==> src/rtl/isolde_exec_dispatcher.sv <==
// isolde_exec_dispatcher
//   Execution-side responder for the ISOLDE fetch-to-exec handshake. Captures
//   one decoded instruction from the decoder, grants it, issues it to the
//   attached accelerator, waits for completion and writes a scalar result back
//   to the X register file. One instruction in flight.
//
//   Optional build macro: ISOLDE_EXEC_TIMEOUT_EN enables a WAIT_DONE watchdog
//   of TIMEOUT_CYCLES cycles that raises err_o and returns to IDLE.
//
// Ports
//   clk_i, rst_ni                      clock, synchronous active-low reset
//   exec_req_i / exec_gnt_o / flush_i  decoder handshake and abort
//   opcode_i, func3_i, funct2_i, instr_i, rd_addr_i, imm32_i, imm32_valid_i,
//   rs1/2/3_data_i                     instruction payload (valid with req)
//   acc_valid_o / acc_ready_i          accelerator issue handshake
//   acc_opcode_o .. acc_imm_o          latched payload towards accelerator
//   acc_done_i, acc_wb_i, acc_result_i, acc_err_i   completion
//   x_we_o, x_waddr_o, x_wdata_o       X register-file write port
//   busy_o, err_o, retired_cnt_o       status
module isolde_exec_dispatcher #(
  parameter int unsigned OPC_W          = 4,
  parameter int unsigned IMM_WORDS      = 4,
  parameter int unsigned TIMEOUT_CYCLES = 1024
) (
  input  logic                           clk_i,
  input  logic                           rst_ni,
  input  logic                           exec_req_i,
  output logic                           exec_gnt_o,
  input  logic                           flush_i,
  input  logic [OPC_W-1:0]               opcode_i,
  input  logic [2:0]                     func3_i,
  input  logic [1:0]                     funct2_i,
  input  logic [31:0]                    instr_i,
  input  logic [4:0]                     rd_addr_i,
  input  logic [IMM_WORDS-1:0][31:0]     imm32_i,
  input  logic [IMM_WORDS-1:0]           imm32_valid_i,
  input  logic [31:0]                    rs1_data_i,
  input  logic [31:0]                    rs2_data_i,
  input  logic [31:0]                    rs3_data_i,
  output logic                           acc_valid_o,
  input  logic                           acc_ready_i,
  output logic [OPC_W-1:0]               acc_opcode_o,
  output logic [2:0]                     acc_func3_o,
  output logic [1:0]                     acc_funct2_o,
  output logic [31:0]                    acc_instr_o,
  output logic [2:0][31:0]               acc_rs_o,
  output logic [IMM_WORDS-1:0][31:0]     acc_imm_o,
  input  logic                           acc_done_i,
  input  logic                           acc_wb_i,
  input  logic [31:0]                    acc_result_i,
  input  logic                           acc_err_i,
  output logic                           x_we_o,
  output logic [4:0]                     x_waddr_o,
  output logic [31:0]                    x_wdata_o,
  output logic                           busy_o,
  output logic                           err_o,
  output logic [31:0]                    retired_cnt_o
);

  typedef enum logic [2:0] {
    S_IDLE, S_GRANT, S_ISSUE, S_WAIT, S_WB
  } state_e;

  state_e state_q, state_d;

  logic [OPC_W-1:0]           opcode_q;
  logic [2:0]                 func3_q;
  logic [1:0]                 funct2_q;
  logic [31:0]                instr_q;
  logic [4:0]                 rd_q;
  logic [2:0][31:0]           rs_q;
  logic [IMM_WORDS-1:0][31:0] imm_q;
  logic [31:0]                result_q;
  logic [31:0]                retired_q;
  logic                       drop_q;
  logic                       err_q;

  // next-state strobes
  logic capture, issue_hs, done_cap, set_drop, err_set, retire;

`ifdef ISOLDE_EXEC_TIMEOUT_EN
  localparam int unsigned WD_W = $clog2(TIMEOUT_CYCLES);
  logic [WD_W-1:0] wd_q;
`endif

  always_comb begin
    state_d  = state_q;
    capture  = 1'b0;
    issue_hs = 1'b0;
    done_cap = 1'b0;
    set_drop = 1'b0;
    err_set  = 1'b0;
    retire   = 1'b0;
    case (state_q)
      S_IDLE: begin
        if (exec_req_i && !flush_i) begin
          capture = 1'b1;
          state_d = S_GRANT;
        end
      end
      // The grant is decoded from state, so a flush here only suppresses the
      // issue; the pulse already on the wire cannot be withdrawn.
      S_GRANT: state_d = flush_i ? S_IDLE : S_ISSUE;
      S_ISSUE: begin
        if (flush_i) begin
          state_d = S_IDLE;
        end else if (acc_ready_i) begin
          issue_hs = 1'b1;
          state_d  = S_WAIT;
        end
      end
      S_WAIT: begin
        if (acc_done_i) begin
          done_cap = 1'b1;
          state_d  = S_IDLE;
          if (acc_err_i) begin
            err_set = 1'b1;
          end else if (drop_q || flush_i) begin
            // dropped: result discarded, not counted
          end else if (acc_wb_i && (rd_q != 5'd0)) begin
            state_d = S_WB;
          end else begin
            retire = 1'b1;
          end
        end else begin
          if (flush_i) set_drop = 1'b1;
`ifdef ISOLDE_EXEC_TIMEOUT_EN
          if (wd_q == WD_W'(TIMEOUT_CYCLES - 1)) begin
            err_set = 1'b1;
            state_d = S_IDLE;
          end
`endif
        end
      end
      S_WB: begin
        retire  = 1'b1;
        state_d = S_IDLE;
      end
      default: state_d = S_IDLE;
    endcase
  end

  always_ff @(posedge clk_i) begin
    if (!rst_ni) begin
      state_q   <= S_IDLE;
      opcode_q  <= '0;
      func3_q   <= '0;
      funct2_q  <= '0;
      instr_q   <= '0;
      rd_q      <= '0;
      rs_q      <= '0;
      imm_q     <= '0;
      result_q  <= '0;
      retired_q <= '0;
      drop_q    <= 1'b0;
      err_q     <= 1'b0;
    end else begin
      state_q <= state_d;
      if (capture) begin
        opcode_q <= opcode_i;
        func3_q  <= func3_i;
        funct2_q <= funct2_i;
        instr_q  <= instr_i;
        rd_q     <= rd_addr_i;
        rs_q     <= {rs3_data_i, rs2_data_i, rs1_data_i};
        // invalid immediate slots are zeroed once, at capture
        for (int k = 0; k < int'(IMM_WORDS); k++)
          imm_q[k] <= imm32_valid_i[k] ? imm32_i[k] : 32'd0;
      end
      if (capture)       drop_q <= 1'b0;
      else if (set_drop) drop_q <= 1'b1;
      if (done_cap) result_q <= acc_result_i;
      err_q <= err_set;
      if (retire) retired_q <= retired_q + 32'd1;
    end
  end

`ifdef ISOLDE_EXEC_TIMEOUT_EN
  always_ff @(posedge clk_i) begin
    if (!rst_ni)               wd_q <= '0;
    else if (issue_hs)         wd_q <= '0;
    else if (state_q == S_WAIT) wd_q <= wd_q + WD_W'(1);
  end
`endif

  assign exec_gnt_o    = (state_q == S_GRANT);
  assign acc_valid_o   = (state_q == S_ISSUE);
  assign busy_o        = (state_q != S_IDLE);
  assign x_we_o        = (state_q == S_WB);
  assign x_waddr_o     = (state_q == S_WB) ? rd_q : 5'd0;
  assign x_wdata_o     = (state_q == S_WB) ? result_q : 32'd0;
  assign err_o         = err_q;
  assign retired_cnt_o = retired_q;
  assign acc_opcode_o  = opcode_q;
  assign acc_func3_o   = func3_q;
  assign acc_funct2_o  = funct2_q;
  assign acc_instr_o   = instr_q;
  assign acc_rs_o      = rs_q;
  assign acc_imm_o     = imm_q;

endmodule

==> config.mk <==
export PLATFORM = sky130hd
export DESIGN_NAME = isolde_exec_dispatcher
export DESIGN_NICKNAME = d
export VERILOG_FILES = /design/src/rtl/isolde_exec_dispatcher.sv
export SDC_FILE = /design/constraint.sdc
export NUM_CORES = 1
export LEC_CHECK = 0
export ABC_AREA = 1
export BUFFER_PORTS_ARGS = -buffer_cell sky130_fd_sc_hd__buf_4
export CAP_MARGIN = 20
export CORE_AREA = 2 2 257 259
export DETAILED_ROUTE_END_ITERATION = 16
export DIE_AREA = 0 0 259 261
export SYNTH_ARGS = -nofsm -noshare
export SYNTH_HDL_FRONTEND = slang
export SYNTH_SLANG_ARGS = --single-unit
export TNS_END_PERCENT = 50
==> constraint.sdc <==
create_clock -name clk_i -period 1.85 [get_ports clk_i]
set_input_delay 0.37 -clock clk_i [delete_from_list [all_inputs] [get_ports clk_i]]
set_output_delay 0.37 -clock clk_i [all_outputs]
set_load 0.05 [all_outputs]
==> flow_summary.toml <==
[power]
p_per_area_nw_per_um2 = 985.1
p_switching_mw = 6.517
p_sw_frac = 0.3116
p_leak_nw = 9.782
combPwrFrac = 0.215
cellInternalPower_mw = 14.40
irDropWorstVdd_mv = 0.6669
seq_power_share = 0.385
fin_total_pwr_mw = 20.92
clockPowerShare = 0.400

[critical_path]
crit_type = "flip-flop to output pin"
cp.required_ns = 1.48
cp_max_fo = 7
start_kind = "flip-flop"
crit_arrival_ns = 1.71
endpoint_kind = "output pin"

[placed_design]
place_ws_ns = 0.003878
portBuffers = 652
gp_congestion = 0.8721
dpl.hpwl_mm = 37.81

[yosys]
ys_ff_latch = 339
syn-cell-area_sq_um = 12940
syn-mean-instance-area_sq_um = 7.500
yosysWarningCount = 0
synth_top_family_by_area = "simple AND/OR/NAND/NOR gates"
synth.mux.area_fraction = 0
synth_top_area_cell = "dfxtp_1"
synth_nets = 2040
synthSimpleGateAreaFrac = 0.2225
yosysSeqAreaShare = 0.5246
synthCells = 1725
yosys.area_share.xor_xnor = 0.004739
synth_compound_area_frac = 0.1449
synthTopCellsByArea = "dfxtp_1 52%, o21ai_0 12%, nor2_1 11%, nand3_1 6.3%, inv_1 5.6%"
synthAdderAreaFrac = 0.0009671
synth_top_area_share = 0.5246
ys_types = 26

[timing]
fin_crit_sh = 1.123
slew_viol_final = 0
hold_viol = 0
post-route-min-period_ns = 2.077
rsz0062_at_grt = "true"
final.setup.tns_ns = -7.602
worst_slack_ns = -0.2275
worstMarginPinSlew_ns = 0.3854
skew_ns = 0.01914
max_freq_mhz = 481.3
setup_viol = 39
worst_hold_slack_ns = 0.03790
slew_headroom = 0.7431

[floorplanning]
row_count = 94
die_area_sq_um = 67600
ioPinCount = 653
die-height_um = 261
fp.dieW_um = 259
coreArea_sq_um = 65040
initial_core_util = 0.1989

[cts]
h-tree-depth = 2
clk_pin_slew_ns = 0.06
tritoncts = "built"
cts_buffers = 41
cts_max_path_buffers = 3
cts_root_buffer = "clkbuf_16"
clkSinkCount = 339
insertion_delay_ns = 0.55

[global_route]
grt-ovfl-total = 0
grt_use_met1 = 0.1735
antenna_found_initial = 2
grt.total_usage = 0.1418
grt_max_degree = 80
grt_pass1_wl_mm = 75.11
grt_use_met2 = 0.2341
globalRouteMet3Util = 0.04268
top_usage_layer = "met2"
grt_pass1_vias = 12950

[status]
violations = "setup timing"
status = "complete, but fails checks"

[run]
max_cap_violations = 0

[detailed_routing]
vias = 13500
vias_per_cell = 4.108
drc = 0
drt-total-wl_mm = 52.66
drtIter0Drc = 805
wl_per_cell_um = 16.02
drt.antenna.violating_nets = 0
first_pass_iters = 5

[cells_and_area]
syn_to_final_growth_pct = 64.11
final_common_cell = "buf_4"
mostFrequentLayoutCells = "660 x buf_4, 345 x nor2_1, 336 x dfxtp_1"
drive_gt1_frac = 0.3550
fill_cells = 6899
final_nets = 2703

[min_path]
hold_path.class = "primary input to flip-flop"
-- power groups by stage --
stage	Sequential (mW)	Combinational [mW]	Clock, mW
6_report	8.06	4.49	8.37
5_1_grt	8.12	4.76	8.88
4_1_cts	8.05	4.39	8.60
3_5_place_dp	8.19	4.36	0
3_3_place_gp	8.20	4.34	0
2_1_floorplan	9.72	1.04	0
-- cell usage after synthesis --
cell type,count
nor2_1,383
dfxtp_1,339
o21ai_0,304
inv_1,193
nand3_1,162
nand2_1,133
a21oi_1,65
clkbuf_1,46
buf_2,35
buf_6,13
buf_1,8
buf_4,8
nor3_1,8
nor2_2,5
xor2_1,5
inv_2,3
nand2_2,3
nor2_4,2
o21ai_1,2
xnor2_1,2
clkinv_1,1
ha_1,1
nand2_4,1
nand3b_1,1
o211a_1,1
o211ai_1,1
-- kinds of logic after synthesis --
family          count (synthesis)
fa+ha+maj                       1
buf+inv                       307
compound gates                373
simple gates                  698
xor+xnor                        7
flops                         339
-- critical path, cell delays in order (launching register included) --
cell and delay [ns]:
dfxtp_2 0.33, nor2_4 0.12, buf_6 0.13, nand2_8 0.11, clkbuf_16 0.21, nor2_4 0.10, buf_6 0.16
-- worst paths after layout --
| check | from | end | slack (ns) | depth (start not counted) |
|---|---|---|---|---|
| worst min register to register | acc_imm_o[117] | acc_imm_o[117] | 0.48 | 2 |
| worst min-delay path | rs1_data_i[4] | acc_rs_o[4] | 0.04 | 3 |
| worst max register to register | state_q[1] | acc_imm_o[63] | 0.06 | 10 |
| worst max-delay path | state_q[1] | x_wdata_o[11] | -0.23 | 6 |
-- metrics by stage --
| step | utilization | instance area, sq um | instances |
|---|---|---|---|
| floorplan | - | 12940 | 1725 |
| finish | 0.3264 | 21230 | 3286 |
| CTS | 0.3174 | 20640 | 3274 |
| global placement | 0.2920 | 18990 | 3196 |
| detailed placement | 0.2920 | 18990 | 3196 |
| global route | 0.3264 | 21230 | 3286 |
-- what timing repair did --
action | 4_1_cts | 5_1_grt
pin swaps | 1 | 2
hold buffers | 0 | 0
endpoints found under the hold margin | 0 | 0
setup endpoints to repair | 39 | 135
setup buffers | 2 | 5
gates cloned | 1 | 5
gates resized for setup | 63 | 113
-- layer usage --
| metal | vias up | wire length [um] | share of wire |
|---|---|---|---|
| met5 | - | 0 | 0 |
| met4 | 0 | 1700 | 0.032 |
| met3 | 94 | 3727 | 0.071 |
| met2 | 446 | 25010 | 0.48 |
| met1 | 6126 | 22220 | 0.42 |
| li1 | 6833 | - | - |
-- registers in the layout, summed over array words and instances (netlist names) --
| register | count |
|---|---|
| rd_q | 5 |
| drop_q | 1 |
| acc_imm_o | 128 |
| acc_func3_o | 3 |
| acc_rs_o | 96 |
| state_q | 3 |
| acc_funct2_o | 2 |
| err_o | 1 |
| result_q | 32 |
| acc_opcode_o | 4 |
| retired_cnt_o | 32 |
| acc_instr_o | 32 |
-- area by class of cell --
| type | count | area (sq um) | share of cell area |
|---|---|---|---|
| inverters | 197 | 770.7 | 0.03630 |
| diodes | 2 | 5.005 | 0.0002357 |
| flip-flops and latches | 339 | 6790 | 0.3198 |
| repair inverters | 1 | 11.26 | 0.0005304 |
| repair buffers | 729 | 6030 | 0.2840 |
| clock buffers | 63 | 1249 | 0.05881 |
| multi-input cells | 1079 | 5146 | 0.2424 |
| well taps | 864 | 1081 | 0.05092 |
| clock inverters | 12 | 148.9 | 0.007013 |
Power figures use the tool's default switching activity.
